### config.mk
export PLATFORM = sky130hd
export DESIGN_NAME = kplic_gateway_ctrl
export DESIGN_NICKNAME = d
export VERILOG_FILES = /design/src/rtl/kplic_gateway_ctrl.sv
export SDC_FILE = /design/constraint.sdc
export NUM_CORES = 1
export LEC_CHECK = 0
export BUFFER_PORTS_ARGS = -buffer_cell sky130_fd_sc_hd__buf_2
export CAP_MARGIN = 10
export CELL_PAD_IN_SITES_DETAIL_PLACEMENT = 1
export CELL_PAD_IN_SITES_GLOBAL_PLACEMENT = 2
export CORE_UTILIZATION = 40
export CTS_BUF_LIST = sky130_fd_sc_hd__clkbuf_4 sky130_fd_sc_hd__clkbuf_8
export CTS_CLUSTER_DIAMETER = 30
export DETAILED_ROUTE_END_ITERATION = 12
export GPL_ROUTABILITY_DRIVEN = 0
export PLACE_DENSITY_LB_ADDON = 0.1
export SLEW_MARGIN = 20
export SYNTH_ARGS = -nofsm -noshare
export SYNTH_HDL_FRONTEND = slang
export SYNTH_SLANG_ARGS = --single-unit
### constraint.sdc
create_clock -name kplic_clk -period 5.9 [get_ports kplic_clk]
set_input_delay 0.59 -clock kplic_clk [delete_from_list [all_inputs] [get_ports kplic_clk]]
set_output_delay 0.59 -clock kplic_clk [all_outputs]
set_load 0.005 [all_outputs]
### src/rtl/kplic_gateway_ctrl.sv
// kplic_gateway_ctrl
// Per-source interrupt gateway sitting between raw peripheral lines and the
// KPLIC core. Each source owns a small FSM (IDLE/FWD/WAIT/SVC) that turns a
// level or rising-edge source into a single-cycle request pulse, holds the
// source off until the target claims and completes it, and buffers extra
// edges in a saturating counter so edges arriving during service are not lost.
module kplic_gateway_ctrl #(
    parameter int INT_NUM    = 32,
    parameter int INT_WIDTH  = 5,
    parameter int EDGE_CNT_W = 3
) (
    input  logic                 kplic_clk,
    input  logic                 kplic_rst,
    input  logic [INT_NUM-1:0]   int_src,
    input  logic [INT_NUM-1:0]   int_type,
    input  logic [INT_NUM-1:0]   int_enable,
    input  logic                 int_claim,
    input  logic [INT_WIDTH-1:0] claim_id,
    input  logic                 int_complete,
    input  logic [INT_WIDTH-1:0] complete_id,
    output logic [INT_NUM-1:0]   valid_int_req,
    output logic [INT_NUM-1:0]   int_in_service,
    output logic [INT_NUM-1:0]   edge_overflow
);

    typedef enum logic [1:0] {
        ST_IDLE = 2'd0,
        ST_FWD  = 2'd1,
        ST_WAIT = 2'd2,
        ST_SVC  = 2'd3
    } gw_state_t;

    // Delayed copy of the source lines for edge detection. It keeps loading
    // during reset so a line already high at reset release is not an edge.
    logic [INT_NUM-1:0] src_d_reg;

    // Register the raw lines every cycle, reset included.
    always_ff @(posedge kplic_clk) begin
        src_d_reg <= int_src;
    end

    genvar gi;
    generate
        for (gi = 0; gi < INT_NUM; gi++) begin : g_src
            gw_state_t             state_reg;
            logic [EDGE_CNT_W-1:0] cnt_reg;
            logic                  ovf_reg;
            logic                  req_reg;
            logic                  svc_reg;

            logic rise;
            logic inc;
            logic go;
            logic dec;
            logic cnt_nz;
            logic cnt_max;
            logic claim_hit;
            logic complete_hit;

            assign rise    = int_src[gi] & ~src_d_reg[gi];
            // Edges are only buffered for enabled sources in edge mode.
            assign inc     = rise & int_enable[gi] & int_type[gi];
            assign cnt_nz  = |cnt_reg;
            assign cnt_max = &cnt_reg;
            // A fresh edge this cycle may forward directly, bypassing the counter.
            assign go      = (state_reg == ST_IDLE) && int_enable[gi] &&
                             (int_type[gi] ? (cnt_nz || inc) : int_src[gi]);
            assign dec     = go & int_type[gi];

            // IDs outside the source range never match any gi.
            assign claim_hit    = int_claim    && (claim_id    == INT_WIDTH'(gi));
            assign complete_hit = int_complete && (complete_id == INT_WIDTH'(gi));

            // Gateway FSM with registered request/in-service outputs, plus the edge counter.
            always_ff @(posedge kplic_clk) begin
                if (kplic_rst) begin
                    state_reg <= ST_IDLE;
                    cnt_reg   <= '0;
                    ovf_reg   <= 1'b0;
                    req_reg   <= 1'b0;
                    svc_reg   <= 1'b0;
                end else begin
                    req_reg <= 1'b0;
                    case (state_reg)
                        ST_IDLE: begin
                            if (go) begin
                                state_reg <= ST_FWD;
                                req_reg   <= 1'b1;
                            end
                        end
                        ST_FWD: begin
                            state_reg <= ST_WAIT;
                        end
                        ST_WAIT: begin
                            if (claim_hit) begin
                                state_reg <= ST_SVC;
                                svc_reg   <= 1'b1;
                            end
                        end
                        ST_SVC: begin
                            if (complete_hit) begin
                                state_reg <= ST_IDLE;
                                svc_reg   <= 1'b0;
                            end
                        end
                        default: begin
                            state_reg <= ST_IDLE;
                            svc_reg   <= 1'b0;
                        end
                    endcase

                    // Level mode keeps the counter flushed; an edge consumed
                    // in the same cycle it arrives leaves the count untouched.
                    if (!int_type[gi]) begin
                        cnt_reg <= '0;
                    end else if (inc && !dec) begin
                        if (cnt_max) begin
                            ovf_reg <= 1'b1;
                        end else begin
                            cnt_reg <= cnt_reg + EDGE_CNT_W'(1);
                        end
                    end else if (dec && !inc) begin
                        cnt_reg <= cnt_reg - EDGE_CNT_W'(1);
                    end
                end
            end

            assign valid_int_req[gi]  = req_reg;
            assign int_in_service[gi] = svc_reg;
            assign edge_overflow[gi]  = ovf_reg;
        end
    endgenerate

endmodule
Word-level counts from Yosys, hierarchy flattened
Cells that the tools add are included.
{"block": "op_classes", "add_sub_neg": 64, "n_eq_ne": 286, "mux": 384, "bitwise": 224, "n_reduce_logical": 642}
{"cell": "2-to-1 mux 3 bit", "n": 96}
{"cell": "AND reduction 3 bit", "n": 96}
{"cell": "!= test 2 bit, second input constant", "n": 128}
{"cell": "case mux 2 bit (4 select lines)", "n": 32}
{"cell": "logical AND 1 bit", "n": 192}
{"cell": "2-to-1 mux 2 bit", "n": 96}
{"cell": "== test 5 bit, second input constant", "n": 32}
{"cell": "AND reduction 5 bit", "n": 32}
{"cell": "bitwise AND 1 bit", "n": 128}
{"cell": "== test 2 bit, second input constant", "n": 64}
{"cell": "2-to-1 mux 1 bit", "n": 128}
{"cell": "nonzero test 2 bit", "n": 64}
{"cell": "OR reduction 2 bit", "n": 64}
{"cell": "adder 3 x 1 -> 3 bit, second input constant", "n": 32}
{"cell": "inverter 1 bit", "n": 96}
{"cell": "OR reduction 3 bit", "n": 32}
{"cell": "subtractor 3 x 1 -> 3 bit, second input constant", "n": 32}
{"cell": "== test 5 x 4 -> 1 bit, second input constant", "n": 16}
{"cell": "== test 2 x 1 -> 1 bit, second input constant", "n": 32}
{"cell": "zero test 1 bit", "n": 64}
{"cell": "zero test 2 bit", "n": 32}
{"cell": "case mux 1 bit (2 select lines)", "n": 32}
{"cell": "AND reduction 2 bit", "n": 32}
{"cell": "== test 5 x 3 -> 1 bit, second input constant", "n": 8}
{"cell": "4 further kinds", "n": 40}
{"block": "word_totals", "register_bits": 288, "input_bits": 110, "output_inout_bits": 96}

Depth between registers and ports, before layout
{"block": "depth", "ltp_word": 12, "depth_mapped": 9}

Worst setup path before layout
OpenSTA, ideal clock, no wires.
{"block": "synth_path", "path_type": "input to register", "start": "input int_src[31]", "end": "register g_src[31].cnt_reg[2]", "setup_time_ns": 0.070, "arrival_time_ns": 2.339, "required_time_ns": 5.830, "slack_ns": 3.491, "path_stages": 8, "path_buffers": 0, "path_cell_list": "nor2b_1 > nor3b_1 > inv_1 > fa_1 > nor3_1 > a221o_1 > o21ai_0 > a21oi_1"}
{"block": "synth_via", "elab_chain_cells": 11, "elab_cells_between_ends": 15}
{"element": "start: declaration", "line_no": "14", "source": "input logic [INT_NUM-1:0] int_src,"}
{"element": "bitwise AND 1 bit", "line_no": "60", "source": "assign rise = int_src[gi] & ~src_d_reg[gi];"}
{"element": "bitwise AND 1 bit (2 in a row)", "line_no": "62", "source": "assign inc = rise & int_enable[gi] & int_type[gi];"}
{"element": "logical OR 1 bit", "line_no": "67", "source": "(int_type[gi] ? (cnt_nz || inc) : int_src[gi]);"}
{"element": "2-to-1 mux 1 bit", "line_no": "67"}
{"element": "logical AND 1 bit", "line_no": "66", "source": "assign go = (state_reg == ST_IDLE) && int_enable[gi] &&"}
{"element": "bitwise AND 1 bit", "line_no": "68", "source": "assign dec = go & int_type[gi];"}
{"element": "zero test 1 bit", "line_no": "116", "source": "end else if (inc && !dec) begin"}
{"element": "logical AND 1 bit", "line_no": "116"}
{"element": "!= test 2 bit (no source line) / nonzero test 2 bit (equally long branches)"}
{"element": "AND reduction 2 bit (no source line)"}
{"element": "end signal: assignment", "line_no": "120", "source": "cnt_reg <= cnt_reg + EDGE_CNT_W'(1);"}
{"element": "end signal: assignment", "line_no": "123", "source": "cnt_reg <= cnt_reg - EDGE_CNT_W'(1);"}
{"element": "end: declaration", "line_no": "46", "source": "logic [EDGE_CNT_W-1:0] cnt_reg;"}
Several ways; a longest one is shown, not always the timed one.
A chain may end at the register's enable or synchronous reset.

Worst setup path in the final report
{"block": "layout_path", "start": "register g_src[11].state_reg[1]", "end": "register g_src[11].cnt_reg[2]"}
{"block": "layout_via", "elab_chain_cells": 8, "elab_cells_between_ends": 11}
{"element": "start: declaration", "line_no": "45", "source": "gw_state_t state_reg;"}
{"element": "start signal: assignment", "line_no": "77", "source": "state_reg <= ST_IDLE;"}
{"element": "start signal: assignment", "line_no": "87", "source": "state_reg <= ST_FWD;"}
{"element": "start signal: assignment", "line_no": "92", "source": "state_reg <= ST_WAIT;"}
{"element": "zero test 2 bit *", "line_no": "66"}
{"element": "logical AND 1 bit * (2 in a row)", "line_no": "66"}
{"element": "bitwise AND 1 bit *", "line_no": "68"}
{"element": "zero test 1 bit", "line_no": "116"}
{"element": "logical AND 1 bit", "line_no": "116"}
{"element": "!= test 2 bit (no source line) / nonzero test 2 bit (equally long branches)"}
{"element": "AND reduction 2 bit (no source line)"}
{"element": "end signal: assignment", "line_no": "120"}
{"element": "end signal: assignment", "line_no": "123"}
{"element": "end: declaration", "line_no": "46"}
Every way passes the cells marked *; elsewhere a longest branch is shown, timed or not.

==> impl_metrics.json <==
{
  "firstDrtPassIters": 4,
  "final-setup-viol-count": 0,
  "coreArea_sq_mm": 0.0409,
  "period_share_pct": 43.2,
  "power.internal_w": 0.00516,
  "synth_largest_area_cell": "dfxtp_1",
  "synth_fp_nets": 2165,
  "die_x_microns": 206,
  "cpMaxStageDelayCell": "nor3b_1",
  "cts-buffers-inserted": 88,
  "cts_setup_buffers": 0,
  "final_common_cell": "dfxtp_1",
  "start_util_pct": 40.7,
  "grt.total_usage_pct": 21.4,
  "synth_flop_cell": "dfxtp_1",
  "crit_required_ns": 6.46,
  "run_status": "finished clean",
  "finalCriticalPeriod_ns": 2.55,
  "synth-edff-count": 0,
  "regArea_sq_mm": 0.00577,
  "grt_max_degree": 82,
  "crit_start": "g_src[11].state_reg[1]",
  "ys_seq_area_share_pct": 34.6,
  "largest_reg_flops": 96,
  "cts_resized": 0,
  "remaining_drc_errors": 0,
  "swShare_pct": 33.3,
  "crit_type": "flop to flop",
  "antenna_found_initial": 9,
  "worst_pin_slew_ns": 1.02,
  "dp_hpwl_mm": 33.4,
  "hold_depth": 1,
  "finalHoldViolCount": 0,
  "cts.sinks": 288,
  "io_buffers": 205,
  "fmax_mhz": 393,
  "r2r-start": "g_src[11].state_reg[1]",
  "powerDensity_mw_per_mm2": 398,
  "vias": 14000,
  "nFillCells": 4860,
  "cts_buffer_depth": 3,
  "crit_path_end_kind": "flop",
  "power.switching_w": 0.00257,
  "yosys-top-cells-area": "dfxtp_1, ha_1, buf_4",
  "grt_pass1_vias": 14400,
  "syn_to_final_growth_pct": 16.7,
  "cap_viol_max_count": 0,
  "final_nets": 2334,
  "critPathCapture": "g_src[11].cnt_reg[2]",
  "clock_power_share_pct": 39.2,
  "arrival_ns": 3.11,
  "die_h_microns": 206,
  "rr_worst_depth": 9,
  "crit_fanout": 5,
  "netlist.area_leader.share_pct": 34.6,
  "finClkSkew_ns": 0.0202,
  "hp-start": "int_src[31]",
  "ant_nets": 0,
  "hold_class": "input port to flop",
  "syn_inst": 1895,
  "clk_pin_slew_worst_paths_ns": 0.04,
  "avgRoutedWirePerCell_microns": 17.0,
  "routed_wl_mm": 45.4,
  "hold_buffers": 0,
  "ios": 206,
  "crit_top_cell": "inv_1",
  "ys_types": 66,
  "r2r_slack_ns": 3.35,
  "dieArea_sq_mm": 0.0425,
  "yosysWarningCount": 0,
  "tritoncts": "built",
  "power.leakage_nw": 7.90,
  "clk_latency_ns": 0.64,
  "syn_area_sq_mm": 0.0167,
  "slew_viol_final": 0,
  "rsz0062_at_grt": "no",
  "rows": 74,
  "grt_pass1_wl_mm": 72.5,
  "htree_levels": 3,
  "grt.overflow.total": 0,
  "avgViaCountPerCell": 5.25,
  "ys_ff_latch": 288,
  "critPathMaxStageDelay_ns": 0.52,
  "layout_common_cells": "dfxtp_1, buf_2, nor2_1, nand2_1, ha_1",
  "startpoint_type": "flop",
  "multi_input_area_sq_mm": 0.00957,
  "first_iter_violations": 484,
  "cp_cell_sequence": "inv_1 > ha_1 > nor3b_1 > inv_1 > fa_1 > nor3_1 > a221o_1 > o21ai_0 > a21oi_1",
  "layout-drive-gt1-share_pct": 18.4,
  "rr_endpoint": "g_src[11].cnt_reg[2]",
  "power_frac_seq_pct": 31.8,
  "syn_area_per_cell_sq_um": 8.79,
  "vdd_drop_max_mv": 0.177,
  "slew-limit-headroom_pct": 32.1,
  "power_frac_comb_pct": 29.0,
  "fin_util_pct": 47.5,
  "cts_root_buffer": "clkbuf_8",
  "fin_tns_setup_ns": 0,
  "synth-async-reset-ratio_pct": 0
}
layer usage:
| layer | vias to the layer above | global-route usage [%] | routed length [microns] |
|---|---|---|---|
| met1 | 6740 | 25.4 | 20000 |
| met2 | 223 | 36.6 | 21800 |
| met5 | - | 0 | 54 |
| met3 | 94 | 6.02 | 2310 |
| met4 | 8 | 8.14 | 1250 |
| li1 | 6937 | - | - |
stage by stage:
step | power (W) | hold WS (ns) | cell area (sq um) | cells | setup slack, ns
2_1_floorplan | 0.00417 | 0.438 | 16700 | 1895 | 3.49
3_3_place_gp | 0.00463 | 0.446 | 17500 | 2506 | 3.19
3_5_place_dp | 0.00475 | 0.459 | 17500 | 2506 | 3.00
4_1_cts | 0.00787 | 0.00743 | 19400 | 2661 | 3.36
5_1_grt | 0.00831 | 0.0299 | 19400 | 2664 | 3.11
6_report | 0.00773 | 0.0729 | 19400 | 2666 | 3.35
power by group through the flow:
stage / Combinational, W / Sequential, W / Clock (W)
after floorplan: 0.00174 / 0.00243 / 0
after global placement: 0.00215 / 0.00248 / 0
after detailed placement: 0.00226 / 0.00249 / 0
after CTS: 0.00228 / 0.00246 / 0.00313
after global routing: 0.00256 / 0.00250 / 0.00324
final: 0.00224 / 0.00246 / 0.00303
final cells by class:
class,instances,share of cell area [%]
Antenna cell,5,0.0643
Sequential cell,288,29.7
Multi-Input combinational cell,1352,49.2
Tap cell,532,3.42
Inverter,127,2.45
Timing Repair Buffer,207,5.37
Clock buffer,134,8.87
Clock inverter,21,0.972
critical path: cells and delay by family (launching register included):
kind / cells / cell delay (ns)
simple gates: 2 / 0.80
fa+ha+maj: 2 / 0.69
buf+inv: 2 / 0.21
compound gates: 3 / 0.41
flops: 1 / 0.37
how the worst min path moves through the flow:
| stage | endpoint | slack (ns) |
|---|---|---|
| floorplan | g_src[12].ovf_reg | 0.44 |
| global placement | g_src[17].ovf_reg | 0.45 |
| detailed placement | g_src[17].ovf_reg | 0.46 |
| CTS | src_d_reg[7] | 0.007 |
| global route | src_d_reg[31] | 0.03 |
| finish | src_d_reg[31] | 0.07 |
Yosys cell counts, types with 40 or more instances:
| master | count |
|---|---|
| buf_4 | 97 |
| dfxtp_1 | 288 |
| nor3b_1 | 40 |
| xnor2_1 | 53 |
| a21oi_1 | 127 |
| nor2_1 | 168 |
| o21ai_0 | 52 |
| ha_1 | 128 |
| nor3_1 | 66 |
| nand3_1 | 48 |
| nand2_1 | 153 |
| inv_1 | 126 |
| mux2i_1 | 65 |
cells by family (layout without fill, tap and decap cells):
family                   Yosys count  count (layout)  synth area share [%]
multiplexers                      65              65                  3.91
AND/OR/NAND/NOR                  651             651                  19.8
AO/OA/AOI/OAI                    417             417                  17.1
XOR/XNOR                          59              59                  3.10
adder cells (fa/ha/maj)          160             160                  13.5
other                              0               5                     0
buffers and inverters            255             489                  7.95
flip-flops                       288             288                  34.6
Note: power is estimated with default switching activity, not from simulation.
